## src/rtl/fpu_rr_sched.sv

```systemverilog
// Round-robin front end that shares one fp_12 add/sub datapath between NREQ clients.
// Operands are registered onto the FPU and a tag pipeline returns each result with its owner's ID.
module fpu_rr_sched #(
  parameter int NREQ    = 4,
  parameter int IDW     = 2,
  parameter int FPU_LAT = 0,
  parameter int CNTW    = 16
) (
  input  logic                 clk,
  input  logic                 rst,
  input  logic                 hold,
  input  logic [NREQ-1:0]      req_valid,
  output logic [NREQ-1:0]      req_ready,
  input  logic [NREQ*32-1:0]   req_a,
  input  logic [NREQ*32-1:0]   req_b,
  input  logic [NREQ-1:0]      req_op,
  output logic [31:0]          fpu_a,
  output logic [31:0]          fpu_b,
  output logic                 fpu_op,
  input  logic [31:0]          fpu_c,
  output logic                 rsp_valid,
  output logic [IDW-1:0]       rsp_id,
  output logic [31:0]          rsp_c,
  output logic                 busy,
  output logic [CNTW-1:0]      issue_cnt
);

  logic [IDW-1:0]            ptr;
  logic [IDW-1:0]            gnt_id;
  logic                      gnt_any;
  logic [FPU_LAT:0]          tag_v;
  logic [FPU_LAT:0][IDW-1:0] tag_id;

  // Scan from the requester after the last winner, wrapping, and take the first valid one.
  always_comb begin
    gnt_any = 1'b0;
    gnt_id  = '0;
    if (!rst && !hold) begin
      for (int k = 1; k <= NREQ; k++) begin
        if (!gnt_any && req_valid[(int'(ptr) + k) % NREQ]) begin
          gnt_any = 1'b1;
          gnt_id  = IDW'((int'(ptr) + k) % NREQ);
        end
      end
    end
  end

  always_comb begin
    req_ready = '0;
    if (gnt_any) req_ready[gnt_id] = 1'b1;
  end

  always_ff @(posedge clk) begin
    if (rst) begin
      fpu_a     <= '0;
      fpu_b     <= '0;
      fpu_op    <= 1'b0;
      ptr       <= IDW'(NREQ - 1);
      issue_cnt <= '0;
      tag_v     <= '0;
      tag_id    <= '0;
      rsp_valid <= 1'b0;
      rsp_id    <= '0;
      rsp_c     <= '0;
    end else begin
      if (gnt_any) begin
        fpu_a     <= req_a[32*int'(gnt_id) +: 32];
        fpu_b     <= req_b[32*int'(gnt_id) +: 32];
        fpu_op    <= req_op[gnt_id];
        ptr       <= gnt_id;
        issue_cnt <= issue_cnt + CNTW'(1);
      end
      tag_v[0]  <= gnt_any;
      tag_id[0] <= gnt_id;
      for (int k = 1; k <= FPU_LAT; k++) begin
        tag_v[k]  <= tag_v[k-1];
        tag_id[k] <= tag_id[k-1];
      end
      // fpu_c is valid exactly when the last tag stage carries a live operation.
      rsp_valid <= tag_v[FPU_LAT];
      if (tag_v[FPU_LAT]) begin
        rsp_id <= tag_id[FPU_LAT];
        rsp_c  <= fpu_c;
      end
    end
  end

  assign busy = (|tag_v) | rsp_valid;

endmodule

```

## config.mk

```make
export PLATFORM = sky130hd
export DESIGN_NAME = fpu_rr_sched
export DESIGN_NICKNAME = d
export VERILOG_FILES = /design/src/rtl/fpu_rr_sched.sv
export SDC_FILE = /design/constraint.sdc
export NUM_CORES = 1
export LEC_CHECK = 0
export CAP_MARGIN = 20
export CORE_AREA = 4 4 160 162
export CTS_BUF_LIST = sky130_fd_sc_hd__clkbuf_4 sky130_fd_sc_hd__clkbuf_8
export CTS_CLUSTER_SIZE = 8
export DETAILED_ROUTE_END_ITERATION = 10
export DIE_AREA = 0 0 164 166
export PLACE_DENSITY = 0.7
export REMOVE_ABC_BUFFERS = 1
export SYNTH_ARGS = -nofsm -noshare
export SYNTH_HDL_FRONTEND = slang
export SYNTH_SLANG_ARGS = --single-unit
```

## constraint.sdc

```tcl
create_clock -name clk -period 1.6 [get_ports clk]
set_input_delay 0.24 -clock clk [delete_from_list [all_inputs] [get_ports clk]]
set_output_delay 0.24 -clock clk [all_outputs]
set_load 0.005 [all_outputs]
```

# After elaboration in Yosys (flattened, before gate mapping)
# Cells that the tools add are included.
# totals
wordCells,72
out_inout_bits,121
register_bits,121
# classes
mux,30
add_sub_neg,5
magnitude_cmp,6
reduce_logical,14
n_shift,2
n_bitwise,5
# ops
operator,count
$shiftx 128x8->32,2
$mux 1,18
$add 16x1->16 const B,1
$lt 3x4->1 const B,4
$bmux 1 s2,5
$mux 2,5
$reduce_or 2->1,4
$logic_and 1x1->1,5
$logic_not 1->1,5
$add 2x1->2 const B,2
$add 2x2->2 const B,2
$and 1x1->1 const A,4
$mux 4,1
$lt 2x3->1 const B,1
$demux 1 s2,1
$ge 2x1->1 const B,1
$or 1x1->1,1

# Logic depth before layout (Yosys ltp)
# logic_depth
depth_word,25
ltp_mapped,9
ltp_nobuf,6

# Least setup slack after synthesis
# No wires, ideal clock.
# synth_path
path_type,register -> output
start,register ptr[0]
end,output req_ready[0]
required_time_ns,1.360
setup_slack_ns,-0.209
path_buffers,2
arrival_time_ns,1.569
stages_incl_launch_ff,8
cell_sequence,dfxtp_1 and2b_1 o21a_1 nor3_4 buf_4 buf_2 nand2_1 nor2_1
# synth_via
elab_chain_cells,23
elab_cells_between_ends,41
classes_between,add/sub: 4; order compare: 2; mux: 28; reduce/logical: 7
# synth_lines
item,line,text
"start, declared",28,logic [IDW-1:0] ptr;
"start signal, assigned",58,ptr <= IDW'(NREQ - 1);
"start signal, assigned",70,ptr <= gnt_id;
$add 2x1->2,"40, 42",
$bmux 1 s2,40,if (!gnt_any && req_valid[(int'(ptr) + k) % NREQ]) begin
$mux 1 (not written as such) (2 in a row),40,
$mux 1,40,
$mux 1,38,if (!rst && !hold) begin
$logic_not 1->1,40,
$logic_and 1x1->1,40,
$mux 1,40,
(+6 left out),-,
$logic_and 1x1->1,40,
$mux 2,40,
$mux 2,38,
$lt 2x3->1 (not written as such) or $ge 2x1->1 (tied branches),50,if (gnt_any) req_ready[gnt_id] = 1'b1;
$logic_and 1x1->1 (not written as such),50,
$mux 1 (not written as such),50,
$demux 1 s2,50,
$mux 4 *,50,
"end, declared",13,"output logic [NREQ-1:0] req_ready,"
# Mark *: on every way between the ends. The rest lies on a longest branch, timed or not. The select of a mux whose other input is x is not followed.

# Worst setup path after layout
# layout_path
start,register ptr[0]
end,output req_ready[2]
# The elaborated chain is that of the path after synthesis.

==> impl_metrics.tcl <==
set metrics [dict create \
    min_period_over_period_pct 136 \
    yosysWarnings 0 \
    outcome "complete, but fails checks" \
    finalSetupViolCount 76 \
    synth_area_um2 6240 \
    holdPathStages 3 \
    r2r_start "ptr[0]" \
    violations "setup timing" \
    wl_per_cell_um 22.5 \
    required_ps 1360 \
    synthArstFlopShare_pct 0 \
    power.total_w 0.00963 \
    slew_headroom_pct 61.0 \
    netlist_top_cells_count "dfxtp_1, mux2i_1, nand3_1" \
    vias_per_cell 5.14 \
    p_per_area_nw_per_um2 769 \
    num-nets-final 1447 \
    holdCritPathClass "input port to flop" \
    rsz0062_at_grt "yes" \
    netlist_instances 674 \
    dieArea_um2 27200 \
    synth_top_area_cell "dfxtp_1" \
    post_dp_cell_area_um2 11200 \
    dp_hpwl_um 22600 \
    cts_tree "done" \
    io_pins 420 \
    grt_remaining_overflow 0 \
    reg2reg_depth 10 \
    area_delta_synth_final_pct 101 \
    worst_slack_ps -571 \
    synth_top_area_share_pct 38.8 \
    num_antenna_cells 0 \
    synth_edf_count 0 \
    antenna_found_initial 0 \
    grt_pass1_wl_um 46800 \
    cts.path.max_buffers 2 \
    tightest_slew_ps 585 \
    cp.arrival_ps 1930 \
    rows 57 \
    fin_skew_ps 15.7 \
    cap_viol_max_count 0 \
    syn_avg_cell_area_um2 9.26 \
    drive_gt1_share_pct 17.9 \
    pre_cts_ws_ps -923 \
    synth_ff_type "dfxtp_1" \
    cts-root-buf "clkbuf_8" \
    path_class "flop to primary output" \
    gp_congestion 0.820 \
    grt_pass1_vias 7950 \
    clkSinkCount 121 \
    die_w_um 164 \
    hold_violations 0 \
    fin_util_pct 52.0 \
    start_util_pct 25.9 \
    ys_types 43 \
    drtIter0Drc 499 \
    ir_drop_uv 450 \
    rrSetupSlack_ps -520 \
    firstDrtPassIters 5 \
    drcViolationCount 0 \
    synth-seq-cells 121 \
    path_max_fanout 3 \
    drtAntennaViolNets 0 \
    slew_violations 0 \
    synth.most_common_cell "dfxtp_1" \
    coreArea_um2 24100 \
    power.leakage_nw 5.43 \
    htreeDepth 4 \
    fin_area_um2 12500 \
    grt_max_degree 54 \
    clock_latency_ps 440 \
    min_delay_worst_endpoint "fpu_a[31]" \
    fmax_ghz 0.461 \
    vias 7617 \
    drt_wl_total_um 33400 \
    synth.area.top_cells "dfxtp_1, mux2i_1, o221ai_1, nand3_1, a211o_1" \
    r2r_end "fpu_a[15]" \
    yosysSeqAreaShare_pct 38.8 \
    worstHoldStart "req_a[63]" \
    cp-start-kind "flop" \
    endpoint_kind "primary output" \
    dieHeight_um 166 \
    numCtsBuffers 17 \
    grt_usage_pct 22.4 \
    port_buffers 419 \
    path_clk_slew_ps 90 \
    finalCriticalPeriod_ps 2170 \
]
[through the flow]
stage	setup TNS [ps]	std cells	hold slack [ps]
after floorplan	-183430	605	312
after global placement	-58270	1415	443
after detailed placement	-61270	1415	445
after CTS	-29050	1472	342
after global routing	-34700	1483	355
final	-29080	1483	363
[worst max path at each step]
stage	end	cells past startpoint	start
floorplan	fpu_a[10]	5	ptr[0]
global placement	req_ready[0]	7	req_valid[1]
detailed placement	req_ready[0]	7	req_valid[1]
CTS	req_ready[2]	7	ptr[0]
global route	req_ready[2]	7	ptr[0]
finish	req_ready[2]	7	ptr[0]
[routing by layer]
layer / global-route usage [%] / share of wire, % / vias up
li1: - / - / 3519
met1: 25.2 / 38 / 3649
met2: 39.9 / 50 / 408
met4: 6.97 / 2.1 / 0
met3: 7.10 / 10 / 41
met5: 0 / 0 / -
[sequential cells by signal, indices dropped and copies added (netlist names)]
name and cells:
fpu_op 1, fpu_b 32, rsp_valid 1, rsp_id 2, rsp_c 32, tag_v 1
tag_id 2, ptr 2, fpu_a 32, issue_cnt 16
[cell families (layout without fill, tap and decap cells)]
logic type                 after synthesis  count (layout)  synth area share, %
xor gates and xnor gates                15              15                 2.10
buffers and inverters                   74             559                 5.87
AOI/OAI and AO/OA                      134             134                 18.0
and+or+nand+nor                        223             223                 18.0
DFF                                    121             121                 38.8
adders and majority gates                1               1                0.200
muxes                                  106             106                 17.0
[cell type report]
type,count,area (um^2)
Clock buffer,18,241
Clock inverter,13,194
Fill cell,2248,11600
Inverter,5,18.8
Multi-Input combinational cell,479,3720
Sequential cell,121,2450
Tap cell,324,405
Timing Repair Buffer,523,5500
[layout by cell type (no fill, tap or decap), drive strengths merged, types with 21 or more instances in the layout]
| cell type | netlist | layout |
|---|---|---|
| nand3 | 61 | 61 |
| clkbuf | 28 | 23 |
| a211o | 29 | 29 |
| dlymetal6s2s | 0 | 35 |
| a32oi | 29 | 29 |
| buf | 41 | 105 |
| nor2 | 59 | 59 |
| nand2 | 46 | 46 |
| nand4 | 33 | 33 |
| o221ai | 36 | 36 |
| clkdlybuf4s50 | 0 | 357 |
| dfxtp | 121 | 121 |
| mux2i | 106 | 106 |
| o31ai | 29 | 29 |
| dlygate4sd2 | 0 | 21 |
[power by group]
part	switching (W)	leakage, nW	internal (W)
clock network	0.00143	0.217	0.00173
registers	0.000138	0.999	0.00325
logic	0.00125	4.21	0.00184
total	0.00282	5.43	0.00681
[critical path: stages, from the launching register on]
cell     delay, ps
dfxtp_2        350
and2b_2        260
o21a_4         230
nor3_4         200
nand2_2        120
buf_6          140
nor2_2          70
buf_2          120
[timing repair]
item	in CTS	in global routing
hold buffers	0	0
setup endpoints to repair	113	123
setup buffers	23	17
gates cloned	7	4
resized for setup	109	84
pin swaps	61	27
(Power assumes the default switching activity.)
